`config.mk`:
```
export PLATFORM = sky130hd
export DESIGN_NAME = btn_conditioner_flat
export DESIGN_NICKNAME = d
export VERILOG_FILES = /design/src/rtl/btn_conditioner_pkg.sv /design/src/rtl/btn_conditioner_if.sv /design/src/rtl/btn_conditioner_debounce_ch.sv /design/src/rtl/btn_conditioner.sv /design/src/flat_wrapper.sv
export SDC_FILE = /design/constraint.sdc
export NUM_CORES = 1
export LEC_CHECK = 0
export ABC_AREA = 1
export BUFFER_PORTS_ARGS = -buffer_cell sky130_fd_sc_hd__buf_2
export CAP_MARGIN = 15
export CORE_AREA = 2 2 133 135
export CTS_BUF_LIST = sky130_fd_sc_hd__clkbuf_4
export CTS_CLUSTER_SIZE = 12
export DETAILED_ROUTE_END_ITERATION = 10
export DIE_AREA = 0 0 135 137
export PLACE_DENSITY = 0.53
export SYNTH_ARGS = -nofsm -noshare
export SYNTH_HDL_FRONTEND = slang
export SYNTH_HIERARCHICAL = 1
export SYNTH_SLANG_ARGS = --single-unit
```
`constraint.sdc`:
```
create_clock -name clk -period 3.6 [get_ports clk]
set_input_delay 0.72 -clock clk [delete_from_list [all_inputs] [get_ports clk]]
set_output_delay 0.72 -clock clk [all_outputs]
set_load 0.05 [all_outputs]
```
`src/rtl/btn_conditioner_pkg.sv`:
```
// btn_conditioner_pkg: shared button constants, arbitration outcomes and index encoder
package btn_conditioner_pkg;
  localparam int NUM_BTN = 4;
  localparam int TICKS_PER_MILLI_DEF = 25000;
  localparam int DEBOUNCE_MS_DEF = 10;
  typedef enum logic [1:0] {BTN_GREEN = 2'd0, BTN_RED = 2'd1, BTN_YELLOW = 2'd2, BTN_BLUE = 2'd3} btn_idx_e;
  typedef enum logic [1:0] {ARB_NONE, ARB_VALID, ARB_MULTI} arb_e;
  function automatic btn_idx_e onehot_idx(input logic [NUM_BTN-1:0] v);
    btn_idx_e idx;
    idx = BTN_GREEN;
    for (int i = 0; i < NUM_BTN; i++)
      if (v[i]) idx = btn_idx_e'(2'(i));
    return idx;
  endfunction
endpackage

```
`src/rtl/btn_conditioner_if.sv`:
```
// btn_conditioner_if: raw pins in, debounced levels and press/release/choice events out
interface btn_conditioner_if;
  import btn_conditioner_pkg::*;
  logic [NUM_BTN-1:0] btn_raw;
  logic [NUM_BTN-1:0] btn_lvl;
  logic [NUM_BTN-1:0] btn_press;
  logic [NUM_BTN-1:0] btn_release;
  logic [1:0] code;
  logic code_valid;
  logic multi;
  modport master(output btn_raw, input btn_lvl, btn_press, btn_release, code, code_valid, multi);
  modport slave(input btn_raw, output btn_lvl, btn_press, btn_release, code, code_valid, multi);
endinterface

```
`src/rtl/btn_conditioner_debounce_ch.sv`:
```
// btn_debounce_ch: two-flop synchroniser, N-cycle debounce counter and registered edge pulses
module btn_debounce_ch #(
  parameter int N = 20
) (
  input  logic clk,
  input  logic rst,
  input  logic raw,
  output logic lvl,
  output logic press,
  output logic rel,
  output logic rise
);
  localparam int CW = $clog2(N + 1);
  logic s1_q, s1_d, s2_q, s2_d, lvl_q, lvl_d, press_q, press_d, rel_q, rel_d, flip;
  logic [CW-1:0] cnt_q, cnt_d;
  // rise is combinational so the arbiter decides on the same edge the level flips
  always_comb begin
    s1_d = raw;
    s2_d = s1_q;
    flip = (s2_q != lvl_q) && (cnt_q == CW'(N - 1));
    cnt_d = (s2_q == lvl_q || flip) ? '0 : cnt_q + CW'(1);
    lvl_d = lvl_q ^ flip;
    rise = flip & ~lvl_q;
    press_d = rise;
    rel_d = flip & lvl_q;
  end
  always_ff @(posedge clk) begin
    if (rst) begin
      s1_q <= 1'b0;
      s2_q <= 1'b0;
      cnt_q <= '0;
      lvl_q <= 1'b0;
      press_q <= 1'b0;
      rel_q <= 1'b0;
    end else begin
      s1_q <= s1_d;
      s2_q <= s2_d;
      cnt_q <= cnt_d;
      lvl_q <= lvl_d;
      press_q <= press_d;
      rel_q <= rel_d;
    end
  end
  assign lvl = lvl_q;
  assign press = press_q;
  assign rel = rel_q;
endmodule

```
`src/rtl/btn_conditioner.sv`:
```
// btn_conditioner: four debounced button channels plus single-press arbitration and encoding
module btn_conditioner
  import btn_conditioner_pkg::*;
#(
  parameter int TICKS_PER_MILLI = TICKS_PER_MILLI_DEF,
  parameter int DEBOUNCE_MS = DEBOUNCE_MS_DEF
) (
  input logic clk,
  input logic rst,
  btn_conditioner_if.slave bus
);
  localparam int N = TICKS_PER_MILLI * DEBOUNCE_MS;
  logic [NUM_BTN-1:0] lvl, press, rel, rise;
  logic [1:0] code_q, code_d;
  logic cv_q, cv_d, multi_q, multi_d;
  arb_e arb;
  for (genvar i = 0; i < NUM_BTN; i++) begin : g_ch
    btn_debounce_ch #(.N(N)) u_ch (
      .clk(clk),
      .rst(rst),
      .raw(bus.btn_raw[i]),
      .lvl(lvl[i]),
      .press(press[i]),
      .rel(rel[i]),
      .rise(rise[i])
    );
  end
  // lvl is the pre-edge level, so any set bit is a button already held
  always_comb begin
    arb = (rise == '0) ? ARB_NONE : ($countones(rise) == 1 && lvl == '0) ? ARB_VALID : ARB_MULTI;
    code_d = (arb == ARB_VALID) ? onehot_idx(rise) : code_q;
    cv_d = arb == ARB_VALID;
    multi_d = arb == ARB_MULTI;
  end
  always_ff @(posedge clk) begin
    if (rst) begin
      code_q <= 2'd0;
      cv_q <= 1'b0;
      multi_q <= 1'b0;
    end else begin
      code_q <= code_d;
      cv_q <= cv_d;
      multi_q <= multi_d;
    end
  end
  assign bus.btn_lvl = lvl;
  assign bus.btn_press = press;
  assign bus.btn_release = rel;
  assign bus.code = code_q;
  assign bus.code_valid = cv_q;
  assign bus.multi = multi_q;
endmodule

```
`src/flat_wrapper.sv`:
```
// flat-port wrapper written by rule: the top's interface ports become plain ports
module btn_conditioner_flat import btn_conditioner_pkg::*;
#(
  parameter int TICKS_PER_MILLI = TICKS_PER_MILLI_DEF,
  parameter int DEBOUNCE_MS = DEBOUNCE_MS_DEF
)
  (clk, rst, bus_btn_raw, bus_btn_lvl, bus_btn_press, bus_btn_release, bus_code, bus_code_valid, bus_multi);
  btn_conditioner_if bus_i ();
  input logic clk;
  input logic rst;
  input wire logic [$bits(bus_i.btn_raw)-1:0] bus_btn_raw;
  output wire logic [$bits(bus_i.btn_lvl)-1:0] bus_btn_lvl;
  output wire logic [$bits(bus_i.btn_press)-1:0] bus_btn_press;
  output wire logic [$bits(bus_i.btn_release)-1:0] bus_btn_release;
  output wire logic [$bits(bus_i.code)-1:0] bus_code;
  output wire logic [$bits(bus_i.code_valid)-1:0] bus_code_valid;
  output wire logic [$bits(bus_i.multi)-1:0] bus_multi;
  assign bus_i.btn_raw = bus_btn_raw;
  assign bus_btn_lvl = bus_i.btn_lvl;
  assign bus_btn_press = bus_i.btn_press;
  assign bus_btn_release = bus_i.btn_release;
  assign bus_code = bus_i.code;
  assign bus_code_valid = bus_i.code_valid;
  assign bus_multi = bus_i.multi;
  btn_conditioner #(.TICKS_PER_MILLI(TICKS_PER_MILLI), .DEBOUNCE_MS(DEBOUNCE_MS)) u_core (.clk(clk), .rst(rst), .bus(bus_i));
endmodule
```
==> results.json, run 1 <==
{
  "status": "finished, final reports clean",
  "antenna_found_initial": 1,
  "max-vdd-ir-drop_mv": 0.1165,
  "min_period_ps": 2833,
  "gp_congestion": 0.7737,
  "area_growth_pct": 9.730,
  "grt_max_degree": 27,
  "async_reset_ff_share_pct": 0,
  "critPathArrivalTime_ps": 3210,
  "drc_errors": 0,
  "yosysMostFrequentCell": "nor2_1",
  "cts_hold_buf": 0,
  "grt_pass1_wl_mm": 17.24,
  "synth.area.top_cells": "dfxtp_1 38%, nor2_1 11%, nand2_1 10%",
  "ys_warn_count": 6,
  "cts_resized": 0,
  "cts_inserted_buffers": 9,
  "final.fill_count": 1884,
  "slew_viol_final": 0,
  "worstMarginPinSlew_ps": 527.3,
  "leakage_nw": 1.794,
  "die_x_um": 135,
  "crit_required_ps": 3980,
  "cts_max_path_buffers": 2,
  "die-area_um2": 18500,
  "yosysUniqueCellTypes": 24,
  "synth_top_area_share_pct": 38.42,
  "synthTopCellsByCount": "150 x nor2_1, 139 x nand2_1, 103 x inv_1",
  "rows": 48,
  "postSynthAreaPerCell_um2": 7.095,
  "setup.worst_path.start_class": "flip-flop",
  "hp-class": "flip-flop to flip-flop",
  "finalSetupTns_ps": 0,
  "cp_slowest_cell": "fa_1",
  "routed_wl_mm": 9.792,
  "ys.flop_type": "dfxtp_1",
  "cts_setup_buffers": 0,
  "synthesis.nets": 719,
  "hold_viol": 0,
  "overflow": 0,
  "post-route-period-util_pct": 78.69,
  "num_vias": 4000,
  "clock_skew_ps": 18.36,
  "cts_tree": "done",
  "fp.dieH_um": 137,
  "ys_ff_latch": 96,
  "grtUsageTotal_pct": 11.71,
  "avgRoutedWirePerCell_um": 10.16,
  "cts_root_buf": "clkbuf_4",
  "slew_headroom_pct": 64.85,
  "clk_latency_ps": 470,
  "dp_hpwl_mm": 7.353,
  "synth_area_leader_cell": "dfxtp_1",
  "setup_violations": 0,
  "initial_core_util_pct": 29.33,
  "synth_edf_count": 0,
  "critical_path_class": "flip-flop to flip-flop",
  "port_buffers": 21,
  "crit_fanout": 4,
  "drive_above_1_share_pct": 14.63,
  "synth_area_um2": 5002,
  "postRouteAntennaNets": 0,
  "cp-end-kind": "flip-flop",
  "first_global_vias": 3735,
  "rsz0062_at_grt": "no",
  "drt_first_pass_iters": 4,
  "slowest_delay_ps": 480,
  "finalPower_mw": 1.814,
  "core_um2": 17060,
  "via_per_inst": 4.149,
  "max-cap-violations": 0,
  "yosysSeqAreaShare_pct": 38.42,
  "ioPinCount": 22,
  "layout.nets": 747,
  "cts.sinks": 96,
  "timing.fmax_mhz": 353.0,
  "clkTransAtPathRegs_ps": 140,
  "drt-initial-drc-count": 250,
  "cts_max_level": 3,
  "crit_chain": "ha_1 > nand2_1 > nor2_4 > nand3_4 > nor2_1 > inv_1 > fa_1 > inv_1 > ha_1 > ha_1 > inv_1 > nand3b_4 > nor2_4 > nand3_1 > nand2_1 > nor2_1",
  "powerDensity_nw_per_um2": 330.5,
  "synth_cells": 705
}
[power breakdown]
group | internal (mW) | switching, mW | total (mW)
Clock | 0.346 | 0.368 | 0.713
Sequential | 1.07 | 0.00331 | 1.07
Combinational | 0.00753 | 0.0218 | 0.0293
[registers in the layout, indices dropped and copies added (netlist names), named ones only]
signal,count
u_core/bus.code,2
u_core/bus.code_valid,1
u_core/bus.multi,1
u_core/g_ch.u_ch/cnt_q,72
u_core/g_ch.u_ch/press,4
u_core/g_ch.u_ch/rel,4
u_core/g_ch.u_ch/s1_q,4
u_core/g_ch.u_ch/s2_q,4
[metal layers]
| metal | GRT usage, % | wire, um | up-vias |
|---|---|---|---|
| met1 | 15.11 | 5066 | 1739 |
| met5 | 0 | 0 | - |
| met4 | 3.472 | 100 | 0 |
| met3 | 3.852 | 393 | 7 |
| li1 | - | - | 2217 |
| met2 | 18.67 | 4230 | 37 |
[path summary, 6_finish.rpt]
kind                                           startpoint                             endpoint  slack (ps)  cells after the start
hold / removal        u_core/g_ch[3].u_ch/s1_q$_SDFF_PP0_  u_core/g_ch[3].u_ch/s2_q$_SDFF_PP0_         410                      2
hold reg to reg       u_core/g_ch[3].u_ch/s1_q$_SDFF_PP0_  u_core/g_ch[3].u_ch/s2_q$_SDFF_PP0_         410                      2
setup / recovery  u_core/g_ch[3].u_ch/cnt_q[0]$_SDFF_PP0_      u_core/bus.code[0]$_SDFFE_PP0N_         770                     16
setup reg to reg  u_core/g_ch[3].u_ch/cnt_q[0]$_SDFF_PP0_      u_core/bus.code[0]$_SDFFE_PP0N_         770                     16
[placed cells by master, fill, tap and decap left out]
| cell type | synthesis | layout |
|---|---|---|
| nor2_1 | 150 | 150 |
| nand2_1 | 139 | 139 |
| inv_1 | 103 | 103 |
| dfxtp_1 | 96 | 96 |
| nor2_2 | 47 | 47 |
| nand3_1 | 42 | 42 |
| buf_2 | 0 | 21 |
| nand4_1 | 20 | 20 |
| xor2_1 | 20 | 20 |
| xnor2_1 | 16 | 16 |
| nand3b_1 | 12 | 12 |
| clkbuf_4 | 0 | 9 |
| nor3_1 | 9 | 9 |
| o21ai_1 | 8 | 8 |
| ha_1 | 7 | 7 |
| inv_2 | 5 | 5 |
| nor2_4 | 5 | 5 |
| a21oi_2 | 5 | 5 |
| nand3_4 | 4 | 4 |
| nand2_4 | 4 | 4 |
| o21bai_1 | 4 | 4 |
| bufinv_16 | 0 | 3 |
| clkinv_1 | 0 | 2 |
| nand2_2 | 2 | 2 |
| diode_2 | 0 | 1 |
| clkinvlp_4 | 0 | 1 |
| clkinv_2 | 0 | 1 |
| nand3b_4 | 1 | 1 |
| a21oi_1 | 1 | 1 |
| fa_1 | 1 | 1 |
[layout make-up]
type	instances	area (um2)	share of cell area, %
Antenna cell	1	2.502	0.04559
Clock buffer	9	67.56	1.231
Timing Repair Buffer	21	105.1	1.915
Sequential cell	96	1922	35.01
Multi-Input combinational cell	497	2595	47.28
Tap cell	225	281.5	5.129
Inverter	108	405.4	7.385
Clock inverter	7	110.1	2.006
[per-stage QoR]
step / hold slack, ps / instance area (um2) / util [%] / setup WS, ps / instances
global placement: 392.2 / 5309 / 31.13 / 796.4 / 947
detailed placement: 395.0 / 5309 / 31.13 / 777.9 / 947
finish: 411.5 / 5489 / 32.18 / 767.1 / 964
global route: 397.9 / 5489 / 32.18 / 497.6 / 964
CTS: 390.4 / 5487 / 32.17 / 760.6 / 963
floorplan: 388.3 / 5002 / - / 967.4 / 705
[cell families (layout without fill, tap and decap cells)]
family,Yosys count,after routing,share of synthesized area (%)
flip-flops,96,96,38.42
buffers and inverters,112,145,9.705
AO/OA/AOI/OAI,18,18,2.376
other,0,1,0
adder cells (fa/ha/maj),8,8,2.151
AND/OR/NAND/NOR,435,435,41.05
XOR/XNOR,36,36,6.303
[critical path: cells and delay by family, from the launching register on]
| family | cells | cell delay, ps |
|---|---|---|
| buffers and inverters | 3 | 230 |
| adders and majority gates | 4 | 1140 |
| and+or+nand+nor | 9 | 970 |
| DFF | 1 | 400 |
Power figures use the tool's default switching activity.
==> run 2: changes to the inputs <==
--- a/config.mk
+++ b/config.mk
@@ -13,7 +13,7 @@
 export CTS_CLUSTER_SIZE = 12
 export DETAILED_ROUTE_END_ITERATION = 10
 export DIE_AREA = 0 0 135 137
-export PLACE_DENSITY = 0.53
+export PLACE_DENSITY = 0.55
 export SYNTH_ARGS = -nofsm -noshare
 export SYNTH_HDL_FRONTEND = slang
 export SYNTH_HIERARCHICAL = 1
==> constraint.sdc (replaced) <==
create_clock -name clk -period 2.45 [get_ports clk]
set_input_delay 0.49 -clock clk [delete_from_list [all_inputs] [get_ports clk]]
set_output_delay 0.49 -clock clk [all_outputs]
set_load 0.05 [all_outputs]
==> results.json, run 2 (synthesized netlist as in run 1, its figures left out) <==
{
  "status": "finished with violations",
  "violations": "negative setup slack",
  "critPathArrivalTime_ps": 2850,
  "grtUsageTotal_pct": 12.39,
  "top_register": "u_core/g_ch.u_ch/cnt_q",
  "gp_congestion": 0.8110,
  "cts_max_path_buffers": 2,
  "layout.nets": 824,
  "dp_hpwl_mm": 8.148,
  "final_cell_mix": "146 x nor2_1, 135 x nand2_1, 101 x inv_1",
  "drive_above_1_share_pct": 26.23,
  "cts_root_buf": "clkbuf_4",
  "drc_errors": 0,
  "crit_fanout": 4,
  "first_global_vias": 3990,
  "crit_chain": "inv_1 > nor2_1 > nand3b_1 > inv_2 > nand3_4 > nor2_4 > inv_1 > fa_1 > inv_1 > ha_2 > ha_4 > inv_4 > nand3b_4 > nor2_4 > nand3_2 > nand2_1 > nor2_1",
  "comb_power_share_pct": 2.0,
  "slowest_delay_ps": 470,
  "hp-class": "input pin to flip-flop",
  "cts_tree": "done",
  "routed_wl_mm": 10.59,
  "post-route-period-util_pct": 101.3,
  "overflow": 0,
  "grt_max_degree": 23,
  "antenna_found_initial": 1,
  "ioPinCount": 22,
  "finalPower_mw": 2.449,
  "grt_pass1_wl_mm": 18.20,
  "setup.worst_path.start_class": "flip-flop",
  "pwr-share-seq_pct": 64.3,
  "cp-end-kind": "flip-flop",
  "holdWs_ps": 225.8,
  "die_x_um": 135,
  "port_buffers": 21,
  "clock_skew_ps": 10.06,
  "path_delay_family": "simple AND/OR/NAND/NOR gates",
  "setup_violations": 2,
  "p_int_mw": 1.900,
  "clk_latency_ps": 460,
  "switchingPower_uw": 549.3,
  "area_growth_pct": 22.39,
  "via_per_inst": 4.167,
  "crit_required_ps": 2820,
  "leakage_nw": 2.182,
  "initial_core_util_pct": 29.33,
  "avgRoutedWirePerCell_um": 10.20,
  "rr_startpoint": "u_core/g_ch[3].u_ch/cnt_q[12]$_SDFF_PP0_",
  "placed_cells": 1021,
  "drt_first_pass_iters": 5,
  "cts_inserted_buffers": 9,
  "max-vdd-ir-drop_mv": 0.1633,
  "hold_viol": 0,
  "postRouteAntennaNets": 0,
  "clkPwrFrac_pct": 33.7,
  "worstMarginPinSlew_ps": 449.2,
  "timing.fmax_mhz": 402.8,
  "hp-start": "bus_btn_raw[1]",
  "rsz0062_at_grt": "yes",
  "drt-initial-drc-count": 177,
  "core_um2": 17060,
  "cp_common_cell": "inv_1",
  "slew_headroom_pct": 70.05,
  "num_vias": 4325,
  "clkTransAtPathRegs_ps": 130,
  "rows": 48,
  "fp.dieH_um": 137,
  "switching_share_pct": 22.43,
  "powerDensity_nw_per_um2": 400.0,
  "min_period_ps": 2483,
  "cts_max_level": 3,
  "largest_reg_flops": 72,
  "final_common_cell": "nor2_1",
  "finalNonFillerCells": 1038,
  "crit_path_start": "u_core/g_ch[3].u_ch/cnt_q[12]$_SDFF_PP0_",
  "critical_path_class": "flip-flop to flip-flop",
  "slew_viol_final": 0,
  "die-area_um2": 18500,
  "max-cap-violations": 0,
  "worst-path-buf-inv": 5,
  "cp_slowest_cell": "fa_1",
  "cts.sinks": 96,
  "layout_setup_ws_ps": -32.79
}
## run 2: changes by cell type in the layout (fill, tap and decap cells not counted), sizes merged
cell / delta
clkbuf: +2
bufinv: -2
clkinvlp: -1
clkinv: -2
buf: +77
## run 2: metrics by stage
stage	cell area (um2)	worst slack, ps	TNS, ps	utilization (%)
floorplan	5080	-3.223	-3.223	-
global placement	5942	-40.47	-40.47	34.84
detailed placement	5942	-55.40	-109.3	34.84
CTS	6088	-13.94	-13.94	35.70
global route	6122	-158.9	-480.3	35.89
finish	6122	-32.79	-33.98	35.89
## run 2: timing repair
item | in CTS | in global routing
buffers inserted | 2 | 1
hold buffers | 0 | 0
endpoints found under the setup margin | 4 | 4
gates resized for setup | 7 | 9
pin swaps | 4 | 8
## run 2: layout make-up
type                            count  area, um2
Clock buffer                       11      82.58
Clock inverter                      2      33.78
Inverter                          108      407.9
Antenna cell                        1      2.502
Sequential cell                    96       1938
Timing Repair Buffer               98      683.2
Multi-Input combinational cell    497       2693
Tap cell                          225      281.5
Fill cell                        1850      10930
## run 2: tightest hold or removal path, delay by kind of cell
kind | cells | cell delay, ps
buf+inv | 2 | 130
simple gates | 1 | 30
## run 2: routing by layer
metal	wire length [um]	vias up	GRT usage [%]
met2	4724	38	19.91
met5	0	-	0
met3	329	12	2.593
li1	-	2373	-
met4	198	0	5.093
met1	5338	1902	16.19
## run 2: worst paths after layout
| path | to | slack (ps) | cells past startpoint |
|---|---|---|---|
| max | u_core/bus.code[0]$_SDFFE_PP0N_ | -30 | 17 |
| max reg2reg | u_core/bus.code[0]$_SDFFE_PP0N_ | -30 | 17 |
| min reg2reg | u_core/g_ch[2].u_ch/s2_q$_SDFF_PP0_ | 410 | 2 |
| min | u_core/g_ch[1].u_ch/s1_q$_SDFF_PP0_ | 230 | 3 |
## run 2: power groups by stage
stage               registers (mW)  clock network (mW)  logic, mW
floorplan                     1.61                   0     0.0351
global placement              1.61                   0     0.0490
detailed placement            1.61                   0     0.0500
CTS                           1.57               0.879     0.0501
global route                  1.58               0.938     0.0572
finish                        1.57               0.826     0.0485
